--- src/rtl/hazard_scoreboard.sv ---
`default_nettype none
// ============================================================================
// hazard_scoreboard : tracks in-flight register writes (EX/MEM/WB) and raises
//                     the ID-stage interlock plus a saturating stall counter.
// Revision 1.0 : initial release
// ============================================================================
module hazard_scoreboard #(
  parameter int DATA_FORWARDING = 1
) (
  input  logic        clk,
  input  logic        reset,
  input  logic        id_valid,
  input  logic [1:0]  id_rs,
  input  logic [1:0]  id_rt,
  input  logic        id_use_rs,
  input  logic        id_use_rt,
  input  logic        id_reg_write,
  input  logic [1:0]  id_write_reg,
  input  logic        id_mem_read,
  input  logic        flush,
  output logic        stall,
  output logic [3:0]  pending_mask,
  output logic [15:0] stall_count
);

  localparam logic [15:0] c_COUNT_MAX = 16'hFFFF;

  logic       r_ex_valid, r_mem_valid, r_wb_valid;
  logic [1:0] r_ex_dest, r_mem_dest, r_wb_dest;
  logic       r_ex_load, r_mem_load, r_wb_load;
  logic [15:0] r_stall_count;

  logic [3:0] w_need;
  logic [3:0] w_ex_hot, w_mem_hot, w_wb_hot;
  logic       w_hazard;
  logic       w_stall;
  logic       w_issue;

  // One-hot views of the ID source reads and of each occupied slot.
  always_comb begin
    w_need = 4'b0000;
    if (id_valid) begin
      if (id_use_rs) w_need = w_need | (4'b0001 << id_rs);
      if (id_use_rt) w_need = w_need | (4'b0001 << id_rt);
    end
    w_ex_hot  = r_ex_valid  ? (4'b0001 << r_ex_dest)  : 4'b0000;
    w_mem_hot = r_mem_valid ? (4'b0001 << r_mem_dest) : 4'b0000;
    w_wb_hot  = r_wb_valid  ? (4'b0001 << r_wb_dest)  : 4'b0000;
  end

  generate
    if (DATA_FORWARDING != 0) begin : g_fwd
      // Only a load still in EX cannot be forwarded in time.
      assign w_hazard = r_ex_load & (|(w_ex_hot & w_need));
    end else begin : g_nofwd
      // WB is included: the register file write lands at the end of WB.
      assign w_hazard = |((w_ex_hot | w_mem_hot | w_wb_hot) & w_need);
    end
  endgenerate

  assign w_stall = w_hazard & ~flush;
  assign w_issue = id_valid & ~w_stall & ~flush & id_reg_write;

  always_ff @(posedge clk) begin
    if (reset) begin
      r_ex_valid  <= 1'b0;
      r_ex_dest   <= 2'd0;
      r_ex_load   <= 1'b0;
      r_mem_valid <= 1'b0;
      r_mem_dest  <= 2'd0;
      r_mem_load  <= 1'b0;
      r_wb_valid  <= 1'b0;
      r_wb_dest   <= 2'd0;
      r_wb_load   <= 1'b0;
    end else begin
      r_wb_valid  <= r_mem_valid;
      r_wb_dest   <= r_mem_dest;
      r_wb_load   <= r_mem_load;
      r_mem_valid <= r_ex_valid;
      r_mem_dest  <= r_ex_dest;
      r_mem_load  <= r_ex_load;
      r_ex_valid  <= w_issue;
      r_ex_dest   <= id_write_reg;
      r_ex_load   <= id_mem_read;
    end
  end

  always_ff @(posedge clk) begin
    if (reset) begin
      r_stall_count <= 16'd0;
    end else if (w_stall && (r_stall_count != c_COUNT_MAX)) begin
      r_stall_count <= r_stall_count + 16'd1;
    end
  end

  // The load flag retires with WB; kept for symmetry of the slot record.
  logic w_unused;
  assign w_unused = r_wb_load;

  assign stall        = w_stall;
  assign pending_mask = w_ex_hot | w_mem_hot | w_wb_hot;
  assign stall_count  = r_stall_count;

endmodule
`default_nettype wire

--- config.mk ---
export PLATFORM = sky130hd
export DESIGN_NAME = hazard_scoreboard
export DESIGN_NICKNAME = d
export VERILOG_FILES = /design/src/rtl/hazard_scoreboard.sv
export SDC_FILE = /design/constraint.sdc
export NUM_CORES = 1
export LEC_CHECK = 0
export CORE_ASPECT_RATIO = 0.6
export CORE_MARGIN = 1.5
export CORE_UTILIZATION = 35
export CTS_CLUSTER_DIAMETER = 60
export DETAILED_ROUTE_END_ITERATION = 7
export GPL_ROUTABILITY_DRIVEN = 0
export HOLD_SLACK_MARGIN = 0.15
export PLACE_DENSITY = 0.64
export SYNTH_ARGS = -nofsm -noshare
export SYNTH_HDL_FRONTEND = slang
export SYNTH_SLANG_ARGS = --single-unit
--- constraint.sdc ---
create_clock -name clk -period 1.9 [get_ports clk]
set_clock_uncertainty 0.15 [all_clocks]
set_input_delay 0.285 -clock clk [delete_from_list [all_inputs] [get_ports clk]]
set_output_delay 0.285 -clock clk [all_outputs]
set_load 0.005 [all_outputs]
-- After elaboration in Yosys (flattened, before gate mapping)
Index checks and enable logic that the tools add are counted.
Widths: inputs -> output; s select.
- register bits after elaboration: 26
- latch bits: 0
- RAM bits: 0
- bits in read-only memories: 0
- output and inout bits: 21
- logic and storage cells: 35
- memories: 0
- add/sub/neg operators: 1
- $mul: 0
- div/mod/pow operators: 0
- magnitude comparators: 0
- eq/ne operators: 1
- shifts and indexed selects: 5
- mux-type cells: 7
- bitwise gates (word level): 11
- reductions and logical operators: 2
- operators by type and width (operator ; number):
    $mux 4 ; 7
    $shl 1x2->4 const A ; 5
    $add 16x1->16 const B ; 1
    $ne 16x16->1 const B ; 1
    $or 4x4->4 ; 3
    $and 1x1->1 ; 5
    $and 4x4->4 ; 1
    $reduce_or 4->1 ; 1
    $not 1->1 ; 2
    $logic_and 1x1->1 ; 1

-- Depth between registers and ports, before layout
- word-level depth: 14
- gate-level depth with buffers: 9

-- Worst setup path before layout
OpenSTA, ideal clock, no wires.
- kind: register -> register
- start point: reg r_ex_dest[1]
- end point: reg r_stall_count[8], in the netlist stall_count[8]
- library setup time: 0.121 ns
- data arrival time: 1.657 ns
- path slack: -0.028 ns
- stages on the path, launching flop included: 8
- path buffers: 2
- period minus slack after synthesis: 1.928 ns
- cell sequence: dfxtp_1 > buf_2 > xnor2_1 > nand4_1 > and2_4 > buf_6 > nor4_1 > mux2_2
- longest elaborated chain between the ends: 7
- RTL lines (item ; line ; source):
    start, declared ; 29 ; logic [1:0] r_ex_dest, r_mem_dest, r_wb_dest;
    start signal, assigned ; 83 ; r_ex_dest <= id_write_reg;
    $shl 1x2->4 ; 46 ; w_ex_hot = r_ex_valid ? (4'b0001 << r_ex_dest) : 4'b0000;
    $mux 4 ; 46 ;
    $and 4x4->4 ; 54 ; assign w_hazard = r_ex_load & (|(w_ex_hot & w_need));
    $reduce_or 4->1 ; 54 ;
    $and 1x1->1 ; 54 ;
    $and 1x1->1 ; 61 ; assign w_stall = w_hazard & ~flush;
    $logic_and 1x1->1 ; 91 ; end else if (w_stall && (r_stall_count != c_COUNT_MAX)) begin
    end signal, assigned ; 92 ; r_stall_count <= r_stall_count + 16'd1;
    end, declared ; 31 ; logic [15:0] r_stall_count;
Every way passes these cells.
A chain may end at the register's enable or synchronous reset.

-- Worst setup path after layout
- start point: reg r_ex_dest[0]
- end point: reg r_stall_count[6], in the netlist stall_count[6]
Same word-level chain as after synthesis.

==> key figures <==
Clock tree
  – H-tree depth: 1
  – Clock sink count: 26
  – Worst skew pair latency: 0.27 ns
  – TritonCTS Buffers: 3
  – CTS root buf: clkbuf_8
  – Post-cts hold buffer count: 0
  – Clock transition at path regs: 0.09 ns
  – Max clock buf depth: 2
  – CTS tree: built

Route
  – Post-DRT Antenna Nets: 0
  – DRT Pass-1 Iters: 4
  – # DRC: 0
  – DR vias: 1363
  – Routed length per instance: 15.6 microns
  – Final WL: 4.04 mm
  – DRC marker count from the first detailed-route iteration: 94
  – Via/cell ratio: ~5.3

Floorplanning
  – Die height: 49.9 microns
  – Starting Density: a little under two fifths
  – Core box area: 3380 sq um
  – Die span in x: 81.1 microns
  – Die area: 4040 sq um
  – Row Count: 16
  – IO Pins: 35

Timing
  – Fin crit period: slightly below 2 ns
  – Final hold slack: roughly 0.25 ns
  – TNS Setup: -0.289 ns
  – FMAX: 506 MHz
  – Count of final hold-check violations: 0
  – Final worst setup slack: -0.0752 ns
  – Crit share post-route: 104%
  – Max Slew Vio Count: 0
  – Unrepaired setup endpoints after global routing: yes
  – Slew @ Worst Pin: 0.291 ns
  – Setup-failing EPs final: 10
  – Rel. slew slack: 80.4%

Final layout
  – Layout Nets: 230
  – Layout cells sized above 1: 29.6%
  – Most common cell after layout, fill and taps aside: buf_4
  – Final Util: about 63%
  – Ant diodes: 0
  – P&R area growth vs syn: 65.3%
  – Most frequent cells in the layout: buf_4, clkdlybuf4s50_1, dfxtp_1
  – Fin area: 2120 sq um
  – Filler cells: 282

Worst setup path
  – Crit-path max FO: 6
  – Slowest CP cell: or4_4
  – CP peak stage delay: slightly above 0.5 ns
  – Required time worst endpoint: 1.97 ns
  – WP buf/inv: 2
  – Worst setup EP type: flop
  – CP startpoint kind: flop
  – Largest delay contributor family on the critical path: simple AND/OR/NAND/NOR gates
  – Worst Setup Path Type: reg2reg
  – WP data arrival: 2.04 ns
  – Cell-by-cell trace of the critical path: xnor2_1, nand4_1, and2_4, buf_8, buf_12, or4_4, a21oi_2

Pwr
  – Leakage power: just over 0.8 nW
  – Power per Cell Area: 444 nW/um^2
  – Peak VDD IR: 332 uV

Place
  – PortBufs: 34
  – Place WS: -0.491 ns
  – Dpl hpwl: 2.92 mm
  – Post-DP Area: 1870 sq um

Synthesis
  – Number of flops mapped to enable cells by yosys: 0
  – Yosys Warn Count: 0
  – Sequential share of the synthesized area: a little over 40%
  – Average size of a mapped cell: 8.66 sq um
  – Yosys top cell area share: approximately two fifths
  – Synth area leaders: dfxtp_1, nor2b_1, nand3_1, a21oi_1, mux2_2
  – Post-synthesis register bit count: 26
  – Post-synthesis adder-cell area fraction: less than 1%
  – Post-Synth Simple-Gate Area: between 30 and 40%
  – Main combinational cell family by area after synthesis: simple AND/OR/NAND/NOR gates
  – Compound-Gate Fraction of Synth Area: 12.4%
  – Cell Area, Synth: 1280 sq um
  – XOR/XNOR Fraction of Synth Area: 3.42%
  – Post-synth ARST share: 0%
  – Synth unique cells: 33
  – Syn Nets: 163
  – Cells after Synth: 148
  – Top FF cell, synth: dfxtp_1
  – Cell taking the most area after synthesis: dfxtp_1
  – Mux share of post-synthesis cell area: 4.30%

Outcome
  – Status: finished with violations
  – Failing checks: negative setup slack

Worst hold path
  – Hold Crit Class: in2reg

GRT
  – GR Overflow Total: 0
  – Largest net degree at the start of global routing: 21
  – First-pass GRT wire length: 6.42 mm
  – GRT Total Usage: a little over a fifth
  – Initial antenna violation count: 0
  – Vias in the first global route: 1340

Flow run
  – Max_cap viols: 0
## layer usage
metal,vias up,global-route usage [%],share of wire (%)
met5,-,0,0
met4,0,6.03,0.99
met3,4,4.63,3.4
met2,26,36.5,50
met1,662,26.1,46
li1,671,-,-
## final cells by class
type | count | area (sq um) | share of cell area (%)
multi-input cells | 111 | 817 | 38.6
repair buffers | 70 | 663 | 31.3
flip-flops and latches | 26 | 529 | 25.0
well taps | 45 | 56.3 | 2.66
clock buffers | 3 | 41.3 | 1.95
inverters | 3 | 11.3 | 0.532
## repair_timing
item                       4_1_cts  5_1_grt
buffers inserted                 7        0
setup endpoints to repair       18       16
gates cloned                     1        1
resized for setup               27       15
pin swaps                       15        5
## report_power, final
group          internal, mW  switching (mW)
sequential            0.551         0.00758
combinational        0.0400          0.0274
clock                 0.142           0.172
## worst paths after layout
check / cells past startpoint / slack (ns) / to / startpoint
max: 7 / -0.08 / stall_count[6]$_SDFFE_PP0P_ / r_ex_dest[0]$_SDFF_PP0_
max reg2reg: 7 / -0.08 / stall_count[6]$_SDFFE_PP0P_ / r_ex_dest[0]$_SDFF_PP0_
min: 3 / 0.25 / r_ex_valid$_SDFF_PP0_ / flush
min reg2reg: 2 / 0.37 / stall_count[9]$_SDFFE_PP0P_ / stall_count[9]$_SDFFE_PP0P_
## cell families after synthesis
group,Yosys count
compound gates,25
xor+xnor,5
fa+ha+maj,1
buf+inv,11
flops,26
mux,5
simple gates,75
## state kept, by name (all words and copies together) (netlist names)
name         count
stall_count     16
r_ex_dest        2
r_mem_dest       2
r_wb_dest        2
r_ex_load        1
r_ex_valid       1
r_mem_valid      1
r_wb_valid       1
## Yosys cell counts, types with 2 or more instances
master and n:
xnor2_1 5, nor2b_1 13, clkbuf_1 5, buf_2 2, nand3b_1 5, nor3_1 2, a211oi_1 2, nor4_1 2
nor3b_1 3, nand4_1 4, and3_1 2, or3_1 3, mux2_2 4, and4_1 2, or4_1 6, nand2_1 10
o31ai_1 6, a21oi_1 10, o21ai_0 3, dfxtp_1 26, nand3_1 11, inv_1 3, nor2_1 9
## worst reg2reg max path, stage by stage (launching register included)
cell     delay (ns)
dfxtp_4        0.37
xnor2_1        0.18
nand4_1        0.15
and2_4         0.18
buf_8          0.14
buf_12         0.13
or4_4          0.51
a21oi_2        0.12
## per-stage QoR
| step | power [mW] | std cells |
|---|---|---|
| floorplan | 0.599 | 148 |
| global placement | 0.640 | 247 |
| detailed placement | 0.644 | 247 |
| CTS | 0.947 | 257 |
| global route | 0.977 | 258 |
| finish | 0.940 | 258 |
Note: power is estimated with default switching activity, not from simulation.
